<file path="config.mk">
export PLATFORM = sky130hd
export DESIGN_NAME = icache_fill_ctrl
export DESIGN_NICKNAME = d
export VERILOG_FILES = /design/src/rtl/icache_pkg.sv /design/src/rtl/icache_line_store.sv /design/src/rtl/icache_fill_ctrl.sv
export SDC_FILE = /design/constraint.sdc
export NUM_CORES = 1
export LEC_CHECK = 0
export ABC_AREA = 1
export CAP_MARGIN = 20
export CORE_AREA = 2 2 214 216
export DETAILED_ROUTE_END_ITERATION = 10
export DIE_AREA = 0 0 216 218
export PLACE_DENSITY = 0.55
export SYNTH_ARGS = -nofsm -noshare
export SYNTH_HDL_FRONTEND = slang
export SYNTH_SLANG_ARGS = --single-unit
export TNS_END_PERCENT = 5
</file>
<file path="constraint.sdc">
create_clock -name clk -period 1.9 [get_ports clk]
set_input_delay 0.285 -clock clk [delete_from_list [all_inputs] [get_ports clk]]
set_output_delay 0.285 -clock clk [all_outputs]
set_load 0.02 [all_outputs]
</file>
<file path="src/rtl/icache_pkg.sv">
// Shared types, parameter defaults and address-field width helpers for the
// instruction-cache fill controller.
package icache_pkg;

    localparam int unsigned DEF_ADDR_W     = 8;
    localparam int unsigned DEF_DATA_W     = 8;
    localparam int unsigned DEF_LINE_WORDS = 4;
    localparam int unsigned DEF_LINES      = 8;
    localparam int unsigned DEF_ROM_LAT    = 2;

    typedef enum logic [1:0] {
        IDLE = 2'd0,
        FILL = 2'd1,
        DONE = 2'd2
    } fill_state_t;

    function automatic int unsigned off_w(input int unsigned line_words);
        return $clog2(line_words);
    endfunction

    function automatic int unsigned idx_w(input int unsigned lines);
        return $clog2(lines);
    endfunction

    function automatic int unsigned tag_w(input int unsigned addr_w,
                                          input int unsigned line_words,
                                          input int unsigned lines);
        return addr_w - $clog2(line_words) - $clog2(lines);
    endfunction

endpackage

</file>
<file path="src/rtl/icache_line_store.sv">
// Cache data array: one synchronous write port, one combinational read port,
// deliberately left without reset.
module icache_line_store #(
    parameter int unsigned DATA_W = 8,
    parameter int unsigned DEPTH  = 32
) (
    input  logic                     clk,
    input  logic                     wren,
    input  logic [$clog2(DEPTH)-1:0] wroffset,
    input  logic [DATA_W-1:0]        wrdata,
    input  logic [$clog2(DEPTH)-1:0] rdoffset,
    output logic [DATA_W-1:0]        rddata
);

    logic [DATA_W-1:0] mem [DEPTH];

    always_ff @(posedge clk) begin
        if (wren) begin
            mem[wroffset] <= wrdata;
        end
    end

    always_comb begin
        rddata = mem[rdoffset];
    end

endmodule

</file>
<file path="src/rtl/icache_fill_ctrl.sv">
// Direct-mapped instruction cache controller: tag/valid lookup, line fill
// from a multi-cycle ROM, CPU stall generation and stall-cycle counting.
module icache_fill_ctrl
    import icache_pkg::*;
#(
    parameter int unsigned ADDR_W     = DEF_ADDR_W,
    parameter int unsigned DATA_W     = DEF_DATA_W,
    parameter int unsigned LINE_WORDS = DEF_LINE_WORDS,
    parameter int unsigned LINES      = DEF_LINES,
    parameter int unsigned ROM_LAT    = DEF_ROM_LAT
) (
    input  logic                                         clk,
    input  logic                                         reset,
    input  logic [ADDR_W-1:0]                            pm_address,
    input  logic                                         flush,
    input  logic [DATA_W-1:0]                            rom_data,
    output logic [ADDR_W-1:0]                            rom_address,
    output logic [DATA_W-1:0]                            ir,
    output logic                                         hold,
    output logic                                         start_hold,
    output logic                                         end_hold,
    output logic                                         cache_wren,
    output logic [off_w(LINE_WORDS)+idx_w(LINES)-1:0]    cache_wroffset,
    output logic [off_w(LINE_WORDS)+idx_w(LINES)-1:0]    cache_rdoffset,
    output logic [7:0]                                   hold_count
);

    localparam int unsigned OFF_W = off_w(LINE_WORDS);
    localparam int unsigned IDX_W = idx_w(LINES);
    localparam int unsigned TAG_W = tag_w(ADDR_W, LINE_WORDS, LINES);

    localparam logic [2:0]       LAT_LAST  = 3'(ROM_LAT - 1);
    localparam logic [OFF_W-1:0] WORD_LAST = OFF_W'(LINE_WORDS - 1);

    fill_state_t state_q, state_d;

    logic [LINES-1:0]  valid_q;
    logic [TAG_W-1:0]  tag_mem [LINES];
    logic [TAG_W-1:0]  tag_q;
    logic [IDX_W-1:0]  idx_q;
    logic [OFF_W-1:0]  word_q;
    logic [2:0]        lat_q;
    logic              flush_pend_q;
    logic [DATA_W-1:0] ir_q;
    logic [DATA_W-1:0] rd_word;

    logic [OFF_W-1:0]  pm_off;
    logic [IDX_W-1:0]  pm_idx;
    logic [TAG_W-1:0]  pm_tag;
    logic              hit;

    always_comb begin
        pm_off = pm_address[OFF_W-1:0];
        pm_idx = pm_address[OFF_W +: IDX_W];
        pm_tag = pm_address[ADDR_W-1 -: TAG_W];
        hit    = valid_q[pm_idx] && (tag_mem[pm_idx] == pm_tag);
    end

    assign cache_rdoffset = {pm_idx, pm_off};
    assign cache_wroffset = {idx_q, word_q};

    icache_line_store #(
        .DATA_W (DATA_W),
        .DEPTH  (LINES * LINE_WORDS)
    ) u_line_store (
        .clk      (clk),
        .wren     (cache_wren),
        .wroffset (cache_wroffset),
        .wrdata   (rom_data),
        .rdoffset (cache_rdoffset),
        .rddata   (rd_word)
    );

    always_comb begin
        state_d     = state_q;
        hold        = 1'b0;
        start_hold  = 1'b0;
        end_hold    = 1'b0;
        cache_wren  = 1'b0;
        rom_address = '0;
        ir          = ir_q;
        case (state_q)
            IDLE: begin
                if (hit) begin
                    ir = rd_word;
                end else begin
                    hold       = 1'b1;
                    start_hold = 1'b1;
                    state_d    = FILL;
                end
            end
            FILL: begin
                hold        = 1'b1;
                rom_address = {tag_q, idx_q, word_q};
                if (lat_q == LAT_LAST) begin
                    cache_wren = 1'b1;
                    if (word_q == WORD_LAST) begin
                        state_d = DONE;
                    end
                end
            end
            DONE: begin
                hold     = 1'b1;
                end_hold = 1'b1;
                state_d  = IDLE;
            end
            default: state_d = IDLE;
        endcase
        // Registered state is already forced idle in reset; only the
        // address-dependent miss indication needs masking here.
        if (!reset) begin
            hold       = 1'b0;
            start_hold = 1'b0;
        end
    end

    always_ff @(posedge clk or negedge reset) begin
        if (!reset) begin
            state_q      <= IDLE;
            valid_q      <= '0;
            hold_count   <= '0;
            ir_q         <= '0;
            tag_q        <= '0;
            idx_q        <= '0;
            word_q       <= '0;
            lat_q        <= '0;
            flush_pend_q <= 1'b0;
        end else begin
            state_q <= state_d;
            ir_q    <= ir;

            // The start cycle itself already counts as a stalled cycle.
            if (start_hold) begin
                hold_count <= 8'd1;
            end else if (hold && hold_count != 8'hFF) begin
                hold_count <= hold_count + 8'd1;
            end

            case (state_q)
                IDLE: begin
                    if (!hit) begin
                        tag_q        <= pm_tag;
                        idx_q        <= pm_idx;
                        word_q       <= '0;
                        lat_q        <= '0;
                        flush_pend_q <= 1'b0;
                    end
                end
                FILL: begin
                    if (lat_q == LAT_LAST) begin
                        lat_q  <= '0;
                        word_q <= word_q + OFF_W'(1);
                    end else begin
                        lat_q <= lat_q + 3'd1;
                    end
                    if (flush) begin
                        flush_pend_q <= 1'b1;
                    end
                end
                DONE: begin
                    if (!flush && !flush_pend_q) begin
                        valid_q[idx_q] <= 1'b1;
                    end
                end
                default: ;
            endcase

            if (flush) begin
                valid_q <= '0;
            end
        end
    end

    always_ff @(posedge clk) begin
        if (state_q == DONE) begin
            tag_mem[idx_q] <= tag_q;
        end
    end

endmodule
</file>
==> impl_metrics.json <==
{
  "outcome": "finished with violations",
  "violations": "negative setup slack",
  "insertion_delay_ns": 0.53,
  "r2r_start": "tag_mem[2][2]",
  "rows": 78,
  "cts_tree": "yes",
  "dieArea_sq_um": 47100,
  "ys_ff_latch": 318,
  "dp.cells": 1820,
  "period_needed_ns": 2.48,
  "instances_no_fill": 1894,
  "die_w_um": 216,
  "relSlewSlack": 0.662,
  "final.period_utilization": 1.30,
  "skew_ns": 0.0243,
  "cts-root-buf": "clkbuf_16",
  "worst_ep_arrival_time_ns": 2.19,
  "dpl.hpwl_um": 22200,
  "final_core_util": 0.374,
  "whs_ns": 0.364,
  "post-place-ws_ns": -0.990,
  "dpl_cell_area_sq_um": 15400,
  "cts_buffers": 36,
  "synthSimpleGateAreaFrac": 0.130,
  "place_congestion": 0.875,
  "cap_viol_max_count": 0,
  "rsz0062_at_grt": "yes",
  "core_sq_um": 44900,
  "synthTopCellsByArea": "edfxtp_1 63%, dfrtp_1 7.2%, o21ai_0 5.2%, nor2_1 5.1%, o221ai_1 3.6%",
  "die_h_um": 218,
  "startpoint": "u_line_store.mem[25][1]",
  "final_max_slew_viol_count": 0,
  "grt_usage": 0.149,
  "hold_violations": 0,
  "hold_class": "in2reg",
  "critical_path_class": "reg2out",
  "overflow": 0,
  "muxShareOfSynthArea": 0,
  "fillCellCount": 4380,
  "worst_slack_ns": -0.575,
  "slowest_delay_ns": 0.39,
  "synthAdderAreaFrac": 0.00849,
  "tns_ns": -5.23,
  "yosys.area.top_type_share": 0.634,
  "drt_pre_antenna_iters": 5,
  "layout.cells.most_common_list": "280 x edfxtp_1, 171 x nor2_1, 136 x o21ai_0, 112 x nand2_1, 100 x buf_4",
  "area_growth_pct": 26.6,
  "ir_worst_vdd_v": 0.000831,
  "setup_viol": 18,
  "slowest_stage": "o211ai_1",
  "synth_compound_area_frac": 0.105,
  "cts_buffer_depth": 3,
  "avgSynthCellArea_sq_um": 11.9,
  "hp-start": "pm_address[2]",
  "synth.distinct_cells": 33,
  "antenna_found_initial": 1,
  "power_mw": 19.0,
  "drive_gt1_frac": 0.197,
  "synth_top_cell_by_area": "edfxtp_1",
  "worst_pin_slew_ns": 0.508,
  "n_antenna_cell": 0,
  "cts_max_level": 2,
  "synth_area_sq_um": 13300,
  "drt-initial-drc-count": 770,
  "grt_max_degree": 40,
  "cp_data_required_time_ns": 1.62,
  "fmax_mhz": 404,
  "startpoint_type": "register",
  "layout.nets": 1294,
  "wl_per_cell_um": 18.5,
  "clkSinkCount": 318,
  "endpoint_kind": "output port",
  "portBuffers": 56,
  "syn_nets": 1145,
  "ys_seq_area_frac": 0.706,
  "initial_core_util": 0.295,
  "p_leak_nw": 6.18,
  "synth_xor_area_frac": 0.00396,
  "ys_warn_count": 0,
  "crit_chain": "o21ai_0, o22ai_1, o211ai_1, nand3_2, nand3_1, nand2_1, buf_2",
  "drc_errors": 0,
  "ioPinCount": 57,
  "wl_um": 35000,
  "final_common_cell": "edfxtp_1",
  "via_per_inst": 4.80,
  "syn_inst": 1117,
  "grt_pass1_vias": 9126,
  "clk_pin_slew_ns": 0.06,
  "num_vias": 9100,
  "path_max_fanout": 2,
  "antenna_left": 0,
  "synth_top_family_by_area": "simple AND/OR/NAND/NOR gates",
  "powerDensity_nw_per_um2": 1130,
  "postLayoutCellArea_sq_um": 16800,
  "grt_pass1_wl_um": 53700
}
==> power by group <==
group          total (mW)  internal [mW]  leakage, nW  switching (mW)
Clock                6.75           4.03        0.561            2.72
Sequential           8.31           8.06         3.02           0.253
Combinational        3.93           1.48         2.61            2.45
==> kinds of logic after synthesis <==
logic type | Yosys count
AND/OR/NAND/NOR | 410
flip-flops | 318
AO/OA/AOI/OAI | 229
buffers and inverters | 145
adder cells (fa/ha/maj) | 9
XOR/XNOR | 6
==> cell usage after synthesis <==
| cell | n |
|---|---|
| a21boi_0 | 1 |
| inv_2 | 4 |
| clkbuf_1 | 40 |
| o211ai_1 | 9 |
| a21oi_1 | 12 |
| xor2_1 | 6 |
| nand4_1 | 3 |
| o221ai_1 | 55 |
| o21ai_0 | 138 |
| nand2_1 | 124 |
| edfxtp_1 | 280 |
| dfrtp_1 | 38 |
| nor2_1 | 181 |
| o21ai_2 | 1 |
| inv_1 | 71 |
| nor3_1 | 8 |
| nand3_4 | 2 |
| nor3b_1 | 1 |
| nand2_2 | 2 |
| buf_4 | 7 |
| buf_2 | 10 |
| clkinv_1 | 1 |
| o21ai_1 | 4 |
| nand2_4 | 2 |
| nor2_2 | 2 |
| nand3b_1 | 1 |
| buf_6 | 4 |
| or2_2 | 1 |
| ha_1 | 9 |
| buf_1 | 8 |
| nor2_4 | 1 |
| nand3_1 | 82 |
| o22ai_1 | 9 |
==> cell type report <==
type | count | area [sq um] | area share
Clock buffer | 48 | 977 | 0.0582
Sequential cell | 318 | 9360 | 0.558
Clock inverter | 18 | 168 | 0.00999
Multi-Input combinational cell | 655 | 3540 | 0.211
Timing Repair Buffer | 179 | 1710 | 0.102
Inverter | 76 | 289 | 0.0172
Tap cell | 600 | 751 | 0.0447
==> registers in the layout (all words and copies together), names as in the netlist, 3 cells and up <==
| name | count |
|---|---|
| u_line_store.mem | 256 |
| tag_mem | 24 |
| ir_q | 8 |
| lat_q | 3 |
| idx_q | 3 |
| tag_q | 3 |
| hold_count | 8 |
| valid_q | 8 |
==> worst paths after layout <==
check                      depth (start not counted)  slack [ns]       endpoint
max                                                7       -0.58          ir[1]
min                                                3        0.36       idx_q[0]
max reg2reg                                       17       -0.03  hold_count[0]
min reg2reg                                        2        0.48        ir_q[5]
max in group asynchronous                          3        1.11        ir_q[5]
min in group asynchronous                          3        0.43     valid_q[7]
==> layer usage <==
| layer | share of wire | routed length [um] | track usage | up-vias |
|---|---|---|---|---|
| met5 | 0.00037 | 13 | 0 | - |
| met1 | 0.43 | 15000 | 0.192 | 4424 |
| met3 | 0.067 | 2350 | 0.0321 | 65 |
| li1 | - | - | - | 4297 |
| met4 | 0.025 | 884 | 0.0457 | 2 |
| met2 | 0.48 | 16700 | 0.251 | 312 |
==> worst max-delay path: cells and delay by family (launching register included) <==
kind                   cells  cell delay [ns]
flip-flops                 1             0.36
AND/OR/NAND/NOR            3             0.46
AO/OA/AOI/OAI              3             0.69
buffers and inverters      1             0.16
==> timing repair <==
item,4_1_cts,5_1_grt
gates cloned,1,0
resized for setup,113,43
pin swaps,11,19
hold buffers,1,0
setup buffers,3,3
hold endpoints to repair,38,0
setup endpoints to repair,38,99
Power figures use the tool's default switching activity.
